## config.mk

```make
export PLATFORM = sky130hd
export DESIGN_NAME = uart_tx_fifo
export DESIGN_NICKNAME = d
export VERILOG_FILES = /design/src/rtl/uart_pkg.sv /design/src/rtl/uart_sync_fifo.sv /design/src/rtl/uart_tx_fifo.sv
export SDC_FILE = /design/constraint.sdc
export NUM_CORES = 1
export LEC_CHECK = 0
export ABC_CLOCK_PERIOD_IN_PS = 2550
export BUFFER_PORTS_ARGS = -buffer_cell sky130_fd_sc_hd__buf_2
export CAP_MARGIN = 25
export CORE_ASPECT_RATIO = 1.75
export CORE_UTILIZATION = 53
export CTS_CLUSTER_DIAMETER = 200
export DETAILED_ROUTE_END_ITERATION = 16
export PLACE_DENSITY_LB_ADDON = 0.05
export SKIP_CTS_REPAIR_TIMING = 1
export SLEW_MARGIN = 30
export SYNTH_ARGS = -nofsm -noshare
export SYNTH_HDL_FRONTEND = slang
export SYNTH_HIERARCHICAL = 1
export SYNTH_SLANG_ARGS = --single-unit
```

## constraint.sdc

```tcl
create_clock -name clk -period 2.55 [get_ports clk]
set_input_delay 0.3825 -clock clk [delete_from_list [all_inputs] [get_ports clk]]
set_output_delay 0.3825 -clock clk [all_outputs]
set_load 0.03 [all_outputs]
```

## src/rtl/uart_pkg.sv

```systemverilog
// Shared types and constants for the UART transmit path.
package uart_pkg;

    typedef enum logic [2:0] {IDLE, START, DATA, PARITY, STOP} tx_state_t;

    localparam logic TX_IDLE_LVL = 1'b1;

endpackage

```

## src/rtl/uart_sync_fifo.sv

```systemverilog
// Single-clock FIFO with registered flags and a combinational head word.
module uart_sync_fifo #(
    parameter int WIDTH = 8,
    parameter int DEPTH = 4
) (
    input  logic                       clk,
    input  logic                       rst_n,
    input  logic                       push,
    input  logic                       pop,
    input  logic [WIDTH-1:0]           wr_data,
    output logic [WIDTH-1:0]           rd_data,
    output logic                       full,
    output logic                       empty,
    output logic                       empty_next,
    output logic [$clog2(DEPTH+1)-1:0] count
);

    localparam int PTR_W = $clog2(DEPTH);
    localparam int CNT_W = $clog2(DEPTH + 1);

    logic [WIDTH-1:0] mem [DEPTH];
    logic [PTR_W-1:0] wr_ptr;
    logic [PTR_W-1:0] rd_ptr;
    logic [CNT_W-1:0] count_next;
    logic             wr_ok;
    logic             rd_ok;

    // Gating uses the registered full flag, so a pop in the same cycle never frees a slot early.
    assign wr_ok   = push && !full;
    assign rd_ok   = pop && !empty;
    assign rd_data = mem[rd_ptr];

    always_comb begin
        count_next = count;
        if (wr_ok && !rd_ok)
            count_next = count + CNT_W'(1);
        else if (rd_ok && !wr_ok)
            count_next = count - CNT_W'(1);
    end

    assign empty_next = (count_next == '0);

    always_ff @(posedge clk) begin
        if (wr_ok)
            mem[wr_ptr] <= wr_data;
    end

    always_ff @(posedge clk or negedge rst_n) begin
        if (!rst_n) begin
            wr_ptr <= '0;
            rd_ptr <= '0;
            count  <= '0;
            full   <= 1'b0;
            empty  <= 1'b1;
        end else begin
            if (wr_ok)
                wr_ptr <= wr_ptr + PTR_W'(1);
            if (rd_ok)
                rd_ptr <= rd_ptr + PTR_W'(1);
            count <= count_next;
            full  <= (count_next == CNT_W'(DEPTH));
            empty <= empty_next;
        end
    end

endmodule

```

## src/rtl/uart_tx_fifo.sv

```systemverilog
// UART transmitter: FIFO-fed frame serialiser paced by an external baud tick.
module uart_tx_fifo
    import uart_pkg::*;
#(
    parameter int DATA_BITS  = 8,
    parameter int PARITY_EN  = 0,
    parameter int PARITY_ODD = 0,
    parameter int STOP_BITS  = 1,
    parameter int FIFO_DEPTH = 4
) (
    input  logic                            clk,
    input  logic                            rst_n,
    input  logic                            baud_tick,
    input  logic                            wr_en,
    input  logic [DATA_BITS-1:0]            wr_data,
    input  logic                            ovf_clr,
    output logic                            txd,
    output logic                            tbr,
    output logic                            tx_busy,
    output logic                            fifo_full,
    output logic                            fifo_empty,
    output logic [$clog2(FIFO_DEPTH+1)-1:0] fifo_count,
    output logic                            overflow
);

    localparam int BIT_W = $clog2(DATA_BITS);

    tx_state_t            state;
    logic [DATA_BITS-1:0] shift;
    logic [DATA_BITS-1:0] head;
    logic [BIT_W-1:0]     bit_cnt;
    logic                 stop_cnt;
    logic                 parity_bit;
    logic                 pop;
    logic                 bit_last;
    logic                 stop_last;
    logic                 idle_next;
    logic                 empty_next;

    uart_sync_fifo #(
        .WIDTH (DATA_BITS),
        .DEPTH (FIFO_DEPTH)
    ) u_fifo (
        .clk        (clk),
        .rst_n      (rst_n),
        .push       (wr_en),
        .pop        (pop),
        .wr_data    (wr_data),
        .rd_data    (head),
        .full       (fifo_full),
        .empty      (fifo_empty),
        .empty_next (empty_next),
        .count      (fifo_count)
    );

    assign bit_last  = (bit_cnt == BIT_W'(DATA_BITS - 1));
    assign stop_last = (stop_cnt == 1'(STOP_BITS - 1));
    assign pop       = baud_tick && !fifo_empty &&
                       ((state == IDLE) || (state == STOP && stop_last));
    assign idle_next = ((state == IDLE) && !pop) ||
                       ((state == STOP) && baud_tick && stop_last && fifo_empty);
    assign tx_busy   = (state != IDLE);

    // Datapath: character and its parity are captured when the head is popped.
    always_ff @(posedge clk) begin
        if (pop) begin
            shift      <= head;
            parity_bit <= (^head) ^ 1'(PARITY_ODD);
        end else if (baud_tick && state == DATA) begin
            shift <= shift >> 1;
        end
    end

    always_ff @(posedge clk or negedge rst_n) begin
        if (!rst_n) begin
            state    <= IDLE;
            bit_cnt  <= '0;
            stop_cnt <= 1'b0;
            txd      <= TX_IDLE_LVL;
            tbr      <= 1'b1;
            overflow <= 1'b0;
        end else begin
            tbr <= idle_next && empty_next;
            if (ovf_clr)
                overflow <= 1'b0;
            else if (wr_en && fifo_full)
                overflow <= 1'b1;

            if (baud_tick) begin
                case (state)
                    IDLE: begin
                        if (!fifo_empty) begin
                            state <= START;
                            txd   <= ~TX_IDLE_LVL;
                        end
                    end
                    START: begin
                        state   <= DATA;
                        bit_cnt <= '0;
                        txd     <= shift[0];
                    end
                    DATA: begin
                        bit_cnt <= bit_cnt + BIT_W'(1);
                        if (!bit_last) begin
                            txd <= shift[1];
                        end else if (PARITY_EN != 0) begin
                            state <= PARITY;
                            txd   <= parity_bit;
                        end else begin
                            state    <= STOP;
                            stop_cnt <= 1'b0;
                            txd      <= TX_IDLE_LVL;
                        end
                    end
                    PARITY: begin
                        state    <= STOP;
                        stop_cnt <= 1'b0;
                        txd      <= TX_IDLE_LVL;
                    end
                    STOP: begin
                        if (!stop_last) begin
                            stop_cnt <= stop_cnt + 1'b1;
                        end else if (!fifo_empty) begin
                            state <= START;
                            txd   <= ~TX_IDLE_LVL;
                        end else begin
                            state <= IDLE;
                        end
                    end
                    default: begin
                        state <= IDLE;
                        txd   <= TX_IDLE_LVL;
                    end
                endcase
            end
        end
    end

endmodule
```

==> results of run 1 <==
[sequential cells by signal, indices dropped and copies added (netlist names)]
name,cells
state,3
overflow,1
u_fifo/full,1
u_fifo/mem,32
u_fifo/rd_ptr,2
u_fifo/count,3
u_fifo/empty,1
u_fifo/wr_ptr,2
txd,1
shift,8
tbr,1
bit_cnt,3
[logic make-up after synthesis]
| group | share of synthesized area (%) |
|---|---|
| mux | 10.3 |
| flops | 65.8 |
| fa+ha+maj | 3.98 |
| buf+inv | 2.14 |
| simple gates | 10.5 |
| xor+xnor | 1.39 |
| compound gates | 5.92 |
[final cells by class]
class,count,area [sq um]
clock inverters,4,42.5
clock buffers,12,135
repair buffers,25,138
multi-input cells,88,808
inverters,7,26.3
flip-flops and latches,58,1660
fillers,342,1620
well taps,51,63.8
[power by group through the flow]
stage	Clock, mW	Combinational (mW)	Sequential (mW)
floorplan	0	0.846	1.59
global placement	0	1.09	1.61
detailed placement	0	1.14	1.63
CTS	0.784	1.14	1.61
global route	0.824	1.23	1.66
finish	0.763	1.12	1.61
[metrics by stage]
stage | power [mW] | instances | utilization (%)
global placement | 2.69 | 228 | 59.8
global route | 3.72 | 245 | 64.0
finish | 3.50 | 245 | 64.0
CTS | 3.54 | 244 | 63.8
floorplan | 2.44 | 158 | -
detailed placement | 2.77 | 228 | 59.8
[per-layer routing]
metal | global-route usage [%] | vias to the layer above | share of wire (%)
li1 | - | 661 | -
met1 | 21.0 | 688 | 39
met2 | 35.6 | 27 | 57
met3 | 6.83 | 5 | 2.6
met4 | 7.69 | 0 | 1.3
met5 | 0 | - | 0
[cell usage after synthesis (all sizes together), types with 4 or more instances]
cell type | instances | area share (%)
mux4 | 8 | 7.2
nor2b | 5 | 1.6
inv | 7 | 1.0
ha | 8 | 4.0
xnor2 | 4 | 1.4
nor2 | 7 | 1.2
mux2 | 7 | 3.1
nand2 | 5 | 0.75
and2 | 6 | 1.7
edfxtp | 40 | 48
o21ai | 5 | 0.99
dfrtp | 15 | 15
[final timing paths]
kind / slack (ps) / from / end
hold / removal: 210 / ovf_clr / overflow
hold reg to reg: 500 / overflow / overflow
min in group asynchronous: 530 / rst_n / u_fifo/full
setup / recovery: 410 / state[1] / tbr
max in group asynchronous: 1690 / rst_n / tbr
setup reg to reg: 410 / state[1] / tbr
[layout by cell type (no fill, tap or decap), drive strengths merged, types with 2 or more instances in the layout]
| cell type | n |
|---|---|
| edfxtp | 40 |
| buf | 24 |
| dfrtp | 15 |
| clkbuf | 12 |
| ha | 8 |
| mux4 | 8 |
| mux2 | 7 |
| inv | 7 |
| nor2 | 7 |
| and2 | 6 |
| nand2 | 5 |
| o21ai | 5 |
| nor2b | 5 |
| xnor2 | 4 |
| a31oi | 3 |
| nor3 | 3 |
| dfstp | 3 |
| clkinv | 3 |
| and3 | 3 |
| o2bb2ai | 2 |
| nor3b | 2 |
| a21oi | 2 |
| or2b | 2 |
| nand3 | 2 |
| nor4 | 2 |
| a211oi | 2 |
==> impl_metrics.toml, run 1 <==
[timing]
max_freq_mhz = 468
period_needed_ps = 2140
drv_slew = 0
setup_tns_ps = 0
setup_ws_ps = 413
hold_viol = 0
holdWs_ps = 206
fin_skew_ps = 3.67
finalSetupViolCount = 0
relSlewSlack_pct = 59.5
fin_crit_sh_pct = 83.8
tightest_slew_ps = 607
rsz0062_at_grt = "false"

[drt]
ant_nets = 0
route.detailed.drc = 0
drtIter0Drc = 22
detail_route.first_pass.iterations = 4
avgViaCountPerCell = 5.64
wl_per_cell_um = 17.1
drt_wl_total_um = 4190
vias = 1381

[setup_path]
max_stage_delay_ps = 530
cp_cell_sequence = "nor4_4 > nor2b_4 > nor2_2 > or4_4 > a211oi_2 > and3_1"
cp.depth = 6
cp_top_family = "simple AND/OR/NAND/NOR gates"
arrival_ps = 2400
path_class = "reg2reg"
cp-end-kind = "flip-flop"
timing.reg2reg.worst_path_depth = 6
crit_slowest_cell = "dfrtp_1"
crit_required_ps = 2810
cp-start-kind = "flip-flop"
crit_buf_inv = 0
crit_fanout = 13

[pwr]
p_per_area_nw_per_um2 = 1220
clkPwrFrac_pct = 21.8
switching_share_pct = 33.3
p_leak_nw = 1.11
vdd_drop_max_mv = 0.669
p_int_mw = 2.33
p_comb_share_pct = 32.2
p_sw_mw = 1.16
share_seq_of_total_power_pct = 46.0

[floorplan]
io_pins = 22
core_sq_um = 4480
die_area_sq_um = 5040
fp.dieH_um = 93.1
rows = 32
initial_utilization_pct = 56.1
die_w_um = 54.1

[yosys]
ys_ff_latch = 58
synth_fp_nets = 179
yosysWarnings = 6
syn_area_sq_um = 2520
yosys.cell_types.count = 45
ys.flop_type = "edfxtp_1"
ys_async_sr_fraction_pct = 31.0
synth_edf_count = 40
syn_area_per_cell_sq_um = 15.9
syn_inst = 158
ys_seq_area_share_pct = 65.8

[placed_design]
port_buffers = 21
place_hpwl_um = 3020
post_dp_cell_area_sq_um = 2680
dp_slack_ps = 447
gp_congestion = 0.899

[outcome]
status = "complete, no violations"

[run]
drv_cap = 0

[finish]
diodes = 0
area_growth_pct = 14.0
layout-drive-gt1-share_pct = 36.1
final_cell_area_sq_um = 2870
fin_nets = 210

[cts]
clock_sinks = 58
clockBufferDepth = 2
ctsHtreeMaxLevel = 3
cts_buffers = 9
tritoncts = "built"
cts.clk_slew.worst_paths_ps = 60
cts-root-buf = "clkbuf_8"
clkLatencyLatePin_ps = 320

[min_path]
holdPathStages = 2
hold_class = "in2reg"

[grt]
antenna_found_initial = 0
grt_pass1_vias = 1471
grt_pass1_wl_um = 6870
grt_start_max_net_pins = 19
overflow = 0
track_usage_pct = 20.2
No activity file was read; power rests on OpenSTA's default activity.
==> inputs of run 2 (changes only) <==
Settings changed: ABC_AREA set to 1, ABC_CLOCK_PERIOD_IN_PS 2550 to 1800.
Clock period 2.55 ns to 1.8 ns, I/O delays scaled along.
==> run 2 against run 1 <==
Net effect:
- total power rose by 60%
- synthesized cell count up 58%
- clock power increased by 74%
- flip-flop and latch count stayed put
- via count up 27%
- setup slack worse by 270 ps
- combinational power is 90% higher
- critical endpoint unchanged
==> impl_metrics.toml, run 2 <==
[floorplan]
fp.dieH_um = 95.6
io_pins = 22
core_sq_um = 4750
rows = 33
die_area_sq_um = 5300
die_w_um = 55.5
initial_utilization_pct = 55.8

[min_path]
whs_endpoint = "overflow"
hold_start = "ovf_clr"
holdPathStages = 2
hold_class = "in2reg"

[finish]
final_cell_mix = "nand2_1, edfxtp_1, nor2_1, inv_1, buf_2"
largest-register = "u_fifo/mem"
mostFrequentLayoutCell = "nand2_1"
largest_register_ffs = 32
layout-drive-gt1-share_pct = 28.9
area_growth_pct = 19.1
diodes = 0
reg.largest.list = "u_fifo/mem: 32 flops, shift: 8 flops"
fin_nets = 310

[timing]
period_needed_ps = 1660
setup_tns_ps = 0
drv_slew = 0
max_freq_mhz = 603
tightest_slew_ps = 418
finalSetupViolCount = 0
hold_viol = 0
rsz0062_at_grt = "false"
fin_crit_sh_pct = 92.1
relSlewSlack_pct = 72.1
fin_skew_ps = 6.49

[outcome]
status = "complete, no violations"

[cts]
clkLatencyLatePin_ps = 330
cts-root-buf = "clkbuf_8"
clock_sinks = 58
cts.clk_slew.worst_paths_ps = 70
tritoncts = "built"
cts_buffers = 9
clockBufferDepth = 2
ctsHtreeMaxLevel = 3

[grt]
grtUsageMet2_pct = 35.2
antenna_found_initial = 0
grt.busiest_layer = "met2"
grtUsageMet1_pct = 20.8
overflow = 0
grt_pass1_wl_um = 7690
track_usage_pct = 19.6
grtUsageMet3_pct = 4.48
grt_start_max_net_pins = 19
grt_pass1_vias = 1716

[setup_path]
regToRegEndpoint = "tbr"
crit_slowest_cell = "dfstp_2"
path_class = "reg2reg"
reg2reg_slack_ps = 140
crit_fanout = 5
cp-start-kind = "flip-flop"
cp_cell_sequence = "nor2_8 > nand2_4 > clkinv_8 > inv_2 > nor2_4 > nand2_4 > nand2_1 > nand2_1 > nand2_2 > inv_2 > nand2_2 > nor2_4 > nand2_1 > nor3_2"
cp-end-kind = "flip-flop"
r2r-start = "u_fifo/empty"
timing.reg2reg.worst_path_depth = 14
crit_required_ps = 2060
path_common_cell = "nand2_1"
arrival_ps = 1920
max_stage_delay_ps = 630

[pwr]
p_leak_nw = 1.41
power_mw = 5.60
vdd_drop_max_mv = 0.975
p_per_area_nw_per_um2 = 1770

[yosys]
yosysWarnings = 6
synth_edf_count = 40
yosys.area.top_type_share_pct = 45.3
yosysMostFrequentCell = "nand2_1"
synthTopCellsByCount = "nand2_1, edfxtp_1, nor2_1"
syn_area_per_cell_sq_um = 10.6
yosysTopAreaCell = "edfxtp_1"
synth_fp_nets = 270
ys.flop_type = "edfxtp_1"
synthTopCellsByArea = "edfxtp_1, dfrtp_1, nand2_1, nor2_1, ha_1"
yosys.cell_types.count = 27
syn_area_sq_um = 2650
ys_async_sr_fraction_pct = 31.0
ys_seq_area_share_pct = 62.4
syn_inst = 249
ys_ff_latch = 58

[drt]
drt_wl_total_um = 4600
detail_route.first_pass.iterations = 4
avgViaCountPerCell = 5.05
ant_nets = 0
vias = 1749
route.detailed.drc = 0
wl_per_cell_um = 13.3
drtIter0Drc = 64

[run]
drv_cap = 0

[placed_design]
port_buffers = 21
place_hpwl_um = 3290
gp_congestion = 0.736
==> run 2: area by class of cell <==
class                      count  area, sq um
sequential                    58         1660
fill                         383         1590
multi-input combinational    155          883
timing repair buffer          32          190
inverter                      33          136
clock buffer                   9          124
clock inverter                 7          103
tap                           52         65.1
==> run 2: cell families (layout without fill, tap and decap cells) <==
| logic type | count (synthesis) | in the layout | synth area share (%) |
|---|---|---|---|
| simple gates | 114 | 114 | 20.8 |
| flops | 58 | 58 | 62.4 |
| buf+inv | 36 | 81 | 5.71 |
| compound gates | 30 | 30 | 6.28 |
| fa+ha+maj | 8 | 8 | 3.78 |
| xor+xnor | 3 | 3 | 0.991 |
==> run 2: worst max-delay path: cells and delay by family (launching register included) <==
kind | cells | cell delay, ps
flops | 1 | 630
simple gates | 11 | 770
buf+inv | 3 | 180
==> run 2: metrics by stage <==
step / cells / hold WS [ps] / worst slack, ps / instance area [sq um] / util (%)
floorplan: 249 / -25.6 / 20.3 / 2650 / -
global placement: 327 / 221 / 123 / 2870 / 60.4
detailed placement: 327 / 229 / 67.3 / 2870 / 60.4
CTS: 343 / -135 / 44.7 / 3090 / 65.1
global route: 346 / 71.1 / 26.2 / 3160 / 66.5
finish: 346 / 81.8 / 143 / 3160 / 66.5
==> run 2: how the worst max path moves through the flow <==
stage | start | endpoint | slack (ps) | cells past startpoint
finish | u_fifo/empty | tbr | 140 | 14
global route | u_fifo/empty | tbr | 30 | 14
CTS | u_fifo/empty | tbr | 40 | 14
detailed placement | u_fifo/empty | tbr | 70 | 14
global placement | u_fifo/empty | tbr | 120 | 14
floorplan | u_fifo/empty | tbr | 20 | 14
==> run 2: routing by layer <==
| layer | vias to the layer above | share of wire [%] |
|---|---|---|
| met5 | - | 0 |
| met2 | 23 | 55 |
| met1 | 816 | 41 |
| met3 | 6 | 2.3 |
| met4 | 0 | 2.1 |
| li1 | 904 | - |
==> run 2: power by group <==
| group | switching [mW] | internal [mW] |
|---|---|---|
| Combinational | 1.39 | 0.733 |
| Sequential | 0.223 | 1.92 |
| Clock | 0.543 | 0.790 |
==> inputs of run 3 (changes only) <==
Settings changed: SYNTH_HIERARCHICAL 1 to unset.
==> run 3 against run 2 <==
Net effect:
- die area shrank 3.6%
- non-clock buffer count shrank 4
- critical path depth shrank 9
- clock skew shrank 1.7 ps
- combinational power shrank 12%
- critical path type is now reg2out
- critical endpoint is now tx_busy
- largest power group unchanged
- highest routed layer unchanged
==> impl_metrics.toml, run 3 <==
[yosys]
synth_xor_area_share_pct = 0.686
yosys.area.top_type_share_pct = 47.1
syn_inst = 237
synthAdderAreaFrac_pct = 3.92
yosysTopAreaCell = "edfxtp_1"
syn_area_per_cell_sq_um = 10.8
ys_seq_area_share_pct = 64.9
synthSimpleGateAreaFrac_pct = 17.7
synthMuxAreaShare_pct = 0
synthTopCellsByCount = "nor2_1, edfxtp_1, inv_1"
ys_async_sr_fraction_pct = 31.0
synth_top_family_by_area = "simple AND/OR/NAND/NOR gates"
ys.flop_type = "edfxtp_1"
synth_compound_area_share_pct = 7.94
yosysMostFrequentCell = "nor2_1"
synth_fp_nets = 258
yosysWarnings = 0
synth_edf_count = 40
yosys.cell_types.count = 25
ys_ff_latch = 58
synthTopCellsByArea = "edfxtp_1, dfrtp_1, nor2_1, o21ai_0, ha_1"
syn_area_sq_um = 2550

[drt]
wl_per_cell_um = 12.9
drtIter0Drc = 22
avgViaCountPerCell = 4.98
drt_wl_total_um = 4240
vias = 1633
detail_route.first_pass.iterations = 4
route.detailed.drc = 0
ant_nets = 0

[floorplan]
die_area_sq_um = 5110
die_w_um = 54.5
initial_utilization_pct = 54.7
io_pins = 22
fp.dieH_um = 93.8
rows = 33
core_sq_um = 4670

[grt]
grt_start_max_net_pins = 19
antenna_found_initial = 0
grt_pass1_vias = 1632
grt_pass1_wl_um = 6910
track_usage_pct = 20.1
overflow = 0

[timing]
holdWs_ps = 91.6
setup_tns_ps = 0
fin_crit_sh_pct = 89.4
tightest_slew_ps = 396
max_freq_mhz = 622
period_needed_ps = 1610
relSlewSlack_pct = 73.6
rsz0062_at_grt = "false"
setup_ws_ps = 191
fin_skew_ps = 4.75
hold_viol = 0
finalSetupViolCount = 0
drv_slew = 0

[finish]
reg.largest.list = "u_fifo.mem: 32 flops, shift: 8 flops"
mostFrequentLayoutCell = "nor2_1"
area_growth_pct = 16.1
seq_area_sq_um = 1660
multi_input_area_sq_um = 772
fin_nets = 292
final_cell_mix = "nor2_1, edfxtp_1, inv_1, nand2_1, o21ai_0"
largest_register_ffs = 32
fillers = 394
layout-drive-gt1-share_pct = 22.5
largest-register = "u_fifo.mem"
diodes = 0

[cts]
clockBufferDepth = 2
cts_buffers = 9
tritoncts = "built"
clkLatencyLatePin_ps = 330
clock_sinks = 58
cts-root-buf = "clkbuf_8"
cts.clk_slew.worst_paths_ps = 60
ctsHtreeMaxLevel = 3

[outcome]
status = "complete, no violations"

[pwr]
power_mw = 5.26
p_int_mw = 3.31
share_seq_of_total_power_pct = 40.7
switching_share_pct = 37.0
p_sw_mw = 1.95
vdd_drop_max_mv = 1.04
p_leak_nw = 1.28
p_comb_share_pct = 35.6
p_per_area_nw_per_um2 = 1780
clkPwrFrac_pct = 23.6

[setup_path]
crit_fanout = 4
cp_cell_sequence = "inv_1 > nand2_1 > nor2_1 > inv_1 > buf_2"
cp-start-kind = "flip-flop"
cp-end-kind = "output port"
path_common_cell = "inv_1"
crit_required_ps = 1530
arrival_ps = 1340
path_class = "reg2out"
crit_slowest_cell = "dfrtp_1"
timing.reg2reg.worst_path_depth = 7
max_stage_delay_ps = 430

[placed_design]
gp_congestion = 0.775
dp_slack_ps = 321
port_buffers = 21
place_hpwl_um = 3050

[min_path]
holdPathStages = 2
hold_class = "in2reg"

[run]
drv_cap = 0
[run 3: changes by cell type in the layout (fill, tap and decap cells not counted), sizes merged, moves of 2 or more]
cell    change
clkinv      -3
buf         -4
nand4       -2
nand3       -5
o21ai       +2
nor2       +22
a21oi       +5
a31oi       +7
o22ai       -8
nand2      -30
inv         -4
[run 3: per-stage QoR]
step / instances / area (sq um) / util (%)
2_1_floorplan: 237 / 2550 / -
3_3_place_gp: 311 / 2740 / 58.8
3_5_place_dp: 311 / 2740 / 58.8
4_1_cts: 327 / 2950 / 63.3
5_1_grt: 328 / 2960 / 63.5
6_report: 328 / 2960 / 63.5
[run 3: per-layer routing]
layer  vias to the layer above  part of all wire, %  track usage [%]  wire length (um)
met5                         -                    0                0                 0
met3                        12                  2.6             6.31               109
li1                        857                    -                -                 -
met1                       738                   40             19.7              1690
met2                        26                   55             34.3              2330
met4                         0                  2.6             12.6               111
[run 3: area by class of cell]
type                    instances  share of cell area, %
clock inverters                 6                   2.74
clock buffers                  10                   4.31
multi-input cells             147                   26.1
flip-flops and latches         58                   55.9
repair buffers                 28                   5.41
well taps                      52                   2.20
inverters                      27                   3.42
[run 3: power by group through the flow]
stage	combinational [mW]	clock, mW	sequential (mW)
after global routing	2.15	1.33	2.20
final	1.88	1.24	2.14
after CTS	1.91	1.27	2.14
after global placement	1.89	0	2.16
after detailed placement	1.90	0	2.17
after floorplan	1.31	0	2.24
[run 3: worst max-delay path, delay by kind of cell, from the launching register on]
family                 cells  cell delay (ps)
flip-flops                 1              430
buffers and inverters      3              320
AND/OR/NAND/NOR            2              270
[run 3: final timing paths]
check | start | end | slack (ps)
setup / recovery | state[0] | tx_busy | 190
hold / removal | ovf_clr | overflow | 90
setup reg to reg | state[0] | u_fifo.full | 320
hold reg to reg | bit_cnt[1] | bit_cnt[1] | 480
max in group asynchronous | rst_n | u_fifo.empty | 1080
min in group asynchronous | rst_n | u_fifo.count[0] | 400
[run 3: cells by family (layout without fill, tap and decap cells)]
family / after synthesis / count (layout)
fa+ha+maj: 8 / 8
xor+xnor: 2 / 2
buf+inv: 32 / 71
simple gates: 100 / 100
flops: 58 / 58
compound gates: 37 / 37
